## src/rtl/tdm_pkg.sv

```systemverilog
// Shared definitions for the TDM demux sequencer.
//  NUM_CH      : channels per frame (fixed at 8)
//  SEL_W       : demux select width
//  GAP_W       : width of the inter-frame gap counter (0..15 cycles)
//  seq_state_t : sequencer FSM states
//  is_last_chan: true when the given channel is the final channel of a frame
package tdm_pkg;

    localparam int unsigned NUM_CH = 8;
    localparam int unsigned SEL_W  = 3;
    localparam int unsigned GAP_W  = 4;

    typedef enum logic [1:0] {
        IDLE = 2'd0,
        RUN  = 2'd1,
        GAP  = 2'd2
    } seq_state_t;

    function automatic logic is_last_chan(input logic [SEL_W-1:0] chan);
        return (chan == SEL_W'(NUM_CH - 1));
    endfunction

endpackage

```

## src/rtl/tdm_gap_timer.sv

```systemverilog
// Down-counter that times the dead cycles after each frame.
//  clk      in  clock, rising edge
//  rst_n    in  synchronous reset, active-low (count cleared)
//  load     in  load load_val into the counter
//  load_val in  number of gap cycles to time
//  dec      in  count down by one (ignored while load is high)
//  done     out counter is on its final gap cycle (count <= 1)
module tdm_gap_timer
    import tdm_pkg::*;
(
    input  logic             clk,
    input  logic             rst_n,
    input  logic             load,
    input  logic [GAP_W-1:0] load_val,
    input  logic             dec,
    output logic             done
);

    logic [GAP_W-1:0] cnt_d;
    logic [GAP_W-1:0] cnt_q;

    // Next-count logic: load has priority, decrement saturates at zero.
    always_comb begin
        cnt_d = cnt_q;
        if (load) begin
            cnt_d = load_val;
        end else if (dec && (cnt_q != {GAP_W{1'b0}})) begin
            cnt_d = cnt_q - GAP_W'(1);
        end else begin
            cnt_d = cnt_q;
        end
    end

    // Count register with synchronous active-low reset.
    always_ff @(posedge clk) begin
        if (!rst_n) begin
            cnt_q <= {GAP_W{1'b0}};
        end else begin
            cnt_q <= cnt_d;
        end
    end

    // The GAP state is left when the count shows its last cycle.
    assign done = (cnt_q <= GAP_W'(1));

endmodule

```

## src/rtl/tdm_demux_sequencer.sv

```systemverilog
// Serial TDM front end for a 1-to-8 demux: each accepted frame bit is
// presented on din with its channel number on {s2,s1,s0}, one cycle after
// the accepting edge. Reports frame completion, mid-frame SOF and drops.
//  clk, rst_n         : clock and synchronous active-low reset
//  in_valid/in_ready  : input handshake, accept = in_valid & in_ready
//  in_data, in_sof    : serial bit and start-of-frame marker
//  din, s0..s2        : registered demux data and select
//  frame_done         : pulse while channel 7 is on the demux
//  sof_err            : pulse while the restarted channel-0 bit is on the demux
//  drop               : pulse after a bit was discarded in IDLE
module tdm_demux_sequencer
    import tdm_pkg::*;
#(
    parameter int unsigned GAP_CYCLES = 1
)
(
    input  logic clk,
    input  logic rst_n,
    input  logic in_valid,
    input  logic in_data,
    input  logic in_sof,
    output logic in_ready,
    output logic din,
    output logic s0,
    output logic s1,
    output logic s2,
    output logic frame_done,
    output logic sof_err,
    output logic drop
);

    seq_state_t       state_d, state_q;
    logic [SEL_W-1:0] chan_d, chan_q;
    logic [SEL_W-1:0] sel_d, sel_q;
    logic             din_d, din_q;
    logic             ready_d, ready_q;
    logic             frame_done_d, frame_done_q;
    logic             sof_err_d, sof_err_q;
    logic             drop_d, drop_q;
    logic             gap_load_s;
    logic             gap_dec_s;
    logic             gap_done_s;
    logic             accept_s;

    assign accept_s = in_valid & ready_q;

    tdm_gap_timer u_gap_timer (
        .clk      (clk),
        .rst_n    (rst_n),
        .load     (gap_load_s),
        .load_val (GAP_W'(GAP_CYCLES)),
        .dec      (gap_dec_s),
        .done     (gap_done_s)
    );

    // Next-state and output decode; din defaults to 0 so stalls and gaps
    // leave the demux outputs quiet while selects hold.
    always_comb begin
        state_d      = state_q;
        chan_d       = chan_q;
        sel_d        = sel_q;
        din_d        = 1'b0;
        frame_done_d = 1'b0;
        sof_err_d    = 1'b0;
        drop_d       = 1'b0;
        gap_load_s   = 1'b0;
        gap_dec_s    = 1'b0;
        case (state_q)
            IDLE: begin
                if (accept_s && in_sof) begin
                    din_d   = in_data;
                    sel_d   = {SEL_W{1'b0}};
                    chan_d  = SEL_W'(1);
                    state_d = RUN;
                end else if (accept_s) begin
                    drop_d = 1'b1;
                end else begin
                    state_d = IDLE;
                end
            end
            RUN: begin
                if (accept_s && in_sof) begin
                    // Mid-frame SOF: abandon the frame and restart at channel 0.
                    sof_err_d = 1'b1;
                    din_d     = in_data;
                    sel_d     = {SEL_W{1'b0}};
                    chan_d    = SEL_W'(1);
                end else if (accept_s) begin
                    din_d = in_data;
                    sel_d = chan_q;
                    if (is_last_chan(chan_q)) begin
                        frame_done_d = 1'b1;
                        chan_d       = {SEL_W{1'b0}};
                        if (GAP_CYCLES == 0) begin
                            state_d = IDLE;
                        end else begin
                            state_d    = GAP;
                            gap_load_s = 1'b1;
                        end
                    end else begin
                        chan_d = chan_q + SEL_W'(1);
                    end
                end else begin
                    state_d = RUN;
                end
            end
            GAP: begin
                gap_dec_s = 1'b1;
                if (gap_done_s) begin
                    state_d = IDLE;
                end else begin
                    state_d = GAP;
                end
            end
            default: begin
                state_d = IDLE;
                chan_d  = {SEL_W{1'b0}};
            end
        endcase
        // in_ready is registered from the upcoming state.
        ready_d = (state_d != GAP);
    end

    // State, channel and registered output flops.
    always_ff @(posedge clk) begin
        if (!rst_n) begin
            state_q      <= IDLE;
            chan_q       <= {SEL_W{1'b0}};
            sel_q        <= {SEL_W{1'b0}};
            din_q        <= 1'b0;
            ready_q      <= 1'b1;
            frame_done_q <= 1'b0;
            sof_err_q    <= 1'b0;
            drop_q       <= 1'b0;
        end else begin
            state_q      <= state_d;
            chan_q       <= chan_d;
            sel_q        <= sel_d;
            din_q        <= din_d;
            ready_q      <= ready_d;
            frame_done_q <= frame_done_d;
            sof_err_q    <= sof_err_d;
            drop_q       <= drop_d;
        end
    end

    assign in_ready   = ready_q;
    assign din        = din_q;
    assign s0         = sel_q[0];
    assign s1         = sel_q[1];
    assign s2         = sel_q[2];
    assign frame_done = frame_done_q;
    assign sof_err    = sof_err_q;
    assign drop       = drop_q;

endmodule

```

## config.mk

```make
export PLATFORM = sky130hd
export DESIGN_NAME = tdm_demux_sequencer
export DESIGN_NICKNAME = d
export VERILOG_FILES = /design/src/rtl/tdm_pkg.sv /design/src/rtl/tdm_gap_timer.sv /design/src/rtl/tdm_demux_sequencer.sv
export SDC_FILE = /design/constraint.sdc
export NUM_CORES = 1
export LEC_CHECK = 0
export CORE_UTILIZATION = 44
export DETAILED_ROUTE_END_ITERATION = 8
export PLACE_DENSITY_LB_ADDON = 0.2
export SLEW_MARGIN = 20
export SYNTH_ARGS = -nofsm -noshare
export SYNTH_HDL_FRONTEND = slang
export SYNTH_SLANG_ARGS = --single-unit
```

## constraint.sdc

```tcl
create_clock -name clk -period 1.45 [get_ports clk]
set_clock_uncertainty 0.05 [all_clocks]
set_input_delay 0.2175 -clock clk [delete_from_list [all_inputs] [get_ports clk]]
set_output_delay 0.2175 -clock clk [all_outputs]
set_load 0.005 [all_outputs]
```

[Word-level counts from Yosys, hierarchy flattened]
Cells that the tools add are included.
Cells by class
  muxes and demuxes: 29
  bitwise operators: 4
  reductions and logical operators: 11
  add/sub/neg operators: 2
  eq/ne operators: 6
  magnitude comparators: 1
Operator list (number)
  2-to-1 mux 3 bit: 7
  2-to-1 mux 1 bit: 12
  2-to-1 mux 2 bit: 6
  one-hot mux 3 bit (3 select lines): 1
  one-hot mux 2 bit (3 select lines): 1
  one-hot mux 3 bit (2 select lines): 1
  AND reduction 3 bit: 2
  less-or-equal comparator 4 x 1 -> 1 bit (second input constant): 1
  != test 2 bit (second input constant): 2
  nonzero test 2 bit: 2
  nonzero test 4 bit: 1
  subtractor 4 x 1 -> 4 bit (second input constant): 1
  adder 3 x 1 -> 3 bit (second input constant): 1
  == test 3 bit (second input constant): 1
  != test 3 bit (second input constant): 1
  inverter 1 bit: 3
  OR reduction 3 bit: 1
  == test 2 x 1 -> 1 bit (second input constant): 1
  == test 2 bit (second input constant): 1
  logical AND 1 bit: 2
  zero test 2 bit: 1
  one-hot mux 1 bit (2 select lines): 1
  AND reduction 2 bit: 1
  OR reduction 2 bit: 1
  bitwise AND 1 bit: 1
Word-level totals
  logic and storage cells: 63
  output and inout bits: 8
  input bits: 5
  register bits after elaboration: 17

[Longest topological paths before layout]
  depth in word-level cells: 6
  gate-level depth with buffers: 6
  mapped depth without buffers: 5

[Cells and area by module]
A second synthesis with hierarchy kept.
Unflattened totals
  cells, all modules: 96
  area, all modules: 854.6 µm²
Modules (own cells, without submodules)
  tdm_demux_sequencer: area each 570.5 µm², cells each 60, times used 1, seq. area each 260.2 µm²
  tdm_gap_timer: area each 284.0 µm², cells each 36, times used 1, seq. area each 80.1 µm²

[Worst setup path after synthesis]
Ideal clock, no wire load.
  path type: reg2reg
  start point: register u_gap_timer.cnt_q[0]
  end point: register u_gap_timer.cnt_q[3]
  stages on the path, launching flop included: 7
  data arrival time: 1.447 ns
  clock period less this slack: 1.567 ns
  data required time: 1.330 ns
  slack: -0.117 ns
  library setup time: 0.070 ns
  path through: dfxtp_1 inv_1 ha_1 or3b_1 clkbuf_1 or4b_1 a21oi_1
Between the ends
  cells in the longest elaborated chain, start to end: 2
Ends and longest elaborated chain
  from (decl): RTL line tdm_gap_timer.sv:20  | logic [GAP_W-1:0] cnt_q;
  from (signal assigned): RTL line tdm_gap_timer.sv:37  | cnt_q <= {GAP_W{1'b0}};
  from (signal assigned): RTL line tdm_gap_timer.sv:39  | cnt_q <= cnt_d;
  branches (longest 2 deep; another with subtractor 4 x 1 -> 4 bit)
Several ways; the timed one is not identified.
A chain may end at the register's enable or synchronous reset.

[Worst setup path in the final report]
  start point: register u_gap_timer.cnt_q[0]
  end point: register u_gap_timer.cnt_q[1]
The elaborated chain is that of the path after synthesis.

==> reports/metrics.yaml <==
drt:
  drt-total-wl_um: 1770
  wire_per_inst_um: 13.6
  dr.first_iter.drc_count: 25
  dr.pass1.iters: 6
  antenna_left: 0
  route.detailed.drc: 6
  avgViaCountPerCell: 5.66
  dr_total_vias: 736
floorplan:
  die_area_sq_um: 1890
  die_w_um: 43.4
  start_util: 0.485
  core_sq_um: 1560
  rows: 14
  die_y_um: 43.4
  pin_count: 13
sta:
  fin_crit_ns: 1.52
  fin_ws_ns: -0.0711
  period_share: 1.05
  setup_viol: 2
  rsz0062_at_grt: "yes"
  drv_slew: 0
  max_freq_mhz: 657
  worstMarginPinSlew_ns: 0.286
  whs_ns: 0.433
  maxSlewHeadroom: 0.808
  hold_viol: 0
place:
  dpl_worst_slack_ns: -0.161
  dpl.cell_count: 122
  place_congestion: 0.836
  numPortBuffers: 12
  dp_hpwl_um: 1250
critical_path:
  arrival_ns: 1.65
  endpoint_kind: "register"
  required_ns: 1.58
  cp_max_fo: 5
  cp-start-kind: "register"
  reg2reg_slack_ns: -0.07
  crit_type: "reg2reg"
cts:
  ctsRootBufferMaster: "clkbuf_4"
  clock_latency_ns: 0.28
  cts_sinks: 17
  numCtsBuffers: 3
  cts_buffer_depth: 2
  ctsHoldBuffers: 0
  clk_pin_slew_ns: 0.09
  cts_tree: "done"
  htreeDepth: 1
grt:
  grt_max_degree: 14
  antenna_found_initial: 0
  grt_pass1_vias: 643
  grt_pass1_wl_um: 2780
  grt_usage: 0.197
  overflow: 0
power_and_ir_drop:
  power_leakage_nw: 0.419
  vdd_ir_drop_max_mv: 0.459
  pwr_density_cell_nw_per_um2: 734
  power_mw: 0.807
logic_synthesis:
  synth.top_cell.area_share: 0.450
  synth_area_leaders: "dfxtp_1 (45%), ha_1 (8.3%), nand2_1 (5.5%), o22ai_1 (4.1%), a21oi_1 (3.3%)"
  synth_top_area_cell: "dfxtp_1"
  syn_inst: 86
  seq_area_frac_synth: 0.450
  yosysUniqueCellTypes: 27
  syn-num-nets: 96
  yosysWarningCount: 0
  syn_area_per_cell_sq_um: 8.79
  synth_seq_cells: 17
  netlist_area_sq_um: 756
cells_and_area:
  diodes: 0
  syn2layout_area_growth_pct: 45.4
  instances_no_fill: 130
  fin_nets: 125
  drive_gt1_frac: 0.333
status:
  violations: "design-rule violations, negative setup slack"
  status: "finished with violations"
hold_path:
  hold_class: "reg2reg"
run:
  max_cap_viol_count: 0
worst max-delay path, stage by stage, from the launching register on:
cell,delay [ns]
dfxtp_2,0.35
inv_2,0.08
ha_4,0.13
or3b_4,0.40
buf_4,0.15
a311oi_1,0.27
path summary, 6_finish.rpt:
kind                                          start                                 to  depth (start not counted)
setup reg to reg  u_gap_timer.cnt_q[0]$_SDFFE_PN0P_  u_gap_timer.cnt_q[1]$_SDFFE_PP0P_                          5
hold / removal                sel_q[0]$_SDFFE_PN0P_              sel_q[0]$_SDFFE_PN0P_                          2
setup / recovery  u_gap_timer.cnt_q[0]$_SDFFE_PN0P_  u_gap_timer.cnt_q[1]$_SDFFE_PP0P_                          5
hold reg to reg               sel_q[0]$_SDFFE_PN0P_              sel_q[0]$_SDFFE_PN0P_                          2
what timing repair did:
action	in CTS	in global routing
gates resized for setup	4	14
pin swaps	2	4
setup buffers	2	2
setup endpoints to repair	4	8
cells in the final DEF (no fill, tap or decap), types with 2 or more instances in the layout:
cell,count
ha_4,2
a21oi_1,4
ha_1,2
o22ai_1,5
a311oi_1,2
inv_2,2
inv_1,2
nor3_1,4
dfxtp_2,4
a31oi_1,2
o21ai_0,3
nand2_1,10
clkbuf_4,3
nor2_1,4
or3_4,2
clkdlybuf4s50_1,11
buf_4,16
dfxtp_1,12
nand3_1,2
Yosys cell counts:
| cell | instances |
|---|---|
| nand3b_1 | 1 |
| dfxtp_1 | 17 |
| or2b_1 | 1 |
| and3b_1 | 1 |
| a31oi_1 | 2 |
| o31ai_1 | 1 |
| a311oi_1 | 2 |
| nor3_1 | 4 |
| or4b_1 | 1 |
| o21ai_0 | 4 |
| a21oi_1 | 5 |
| or3b_1 | 1 |
| ha_1 | 5 |
| a21o_1 | 1 |
| o22ai_1 | 5 |
| or3_1 | 3 |
| a32oi_1 | 1 |
| nand2b_1 | 1 |
| nor2_1 | 4 |
| nand2_1 | 11 |
| inv_1 | 4 |
| nor3b_1 | 2 |
| clkbuf_1 | 4 |
| nor2b_1 | 1 |
| o21a_1 | 1 |
| o31a_2 | 1 |
| nand3_1 | 2 |
per-stage QoR:
| stage | util | cell area (sq um) | setup TNS (ns) |
|---|---|---|---|
| finish | 0.705 | 1100 | -0.114 |
| global route | 0.705 | 1100 | -0.228 |
| CTS | 0.663 | 1030 | -0.0618 |
| detailed placement | 0.626 | 976 | -1.22 |
| global placement | 0.626 | 976 | -0.959 |
| floorplan | - | 762 | 0 |
state kept, by name (all words and copies together) (netlist names):
register	flops
u_gap_timer.cnt_q	4
state_q	2
sof_err	1
in_ready	1
sel_q	3
chan_q	3
frame_done	1
din	1
drop	1
metal layers:
metal	wire length, um	vias up	GRT usage
met5	0	-	0
met4	10	0	0.0750
met3	58	2	0.0250
met2	813	14	0.309
met1	886	352	0.275
li1	-	368	-
where the power goes:
part	total, mW	internal [mW]	switching (mW)	leakage (nW)
clock	0.244	0.106	0.137	0.0150
sequential	0.478	0.472	0.00547	0.139
combinational	0.0854	0.0438	0.0416	0.264
kinds of logic (layout without fill, tap and decap cells):
family                   Yosys count  in the layout  share of synthesized area
flip-flops                        17             17                      0.450
AND/OR/NAND/NOR                   33             33                      0.232
adder cells (fa/ha/maj)            5              5                     0.0828
AO/OA/AOI/OAI                     23             23                      0.195
buffers and inverters              8             36                     0.0397
area by class of cell:
class | count | area [sq um]
fill | 111 | 460
multi-input combinational | 61 | 445
sequential | 17 | 349
timing repair buffer | 28 | 243
clock buffer | 4 | 26.3
tap | 16 | 20.0
inverter | 4 | 15.0
No activity file was read; power rests on OpenSTA's default activity.
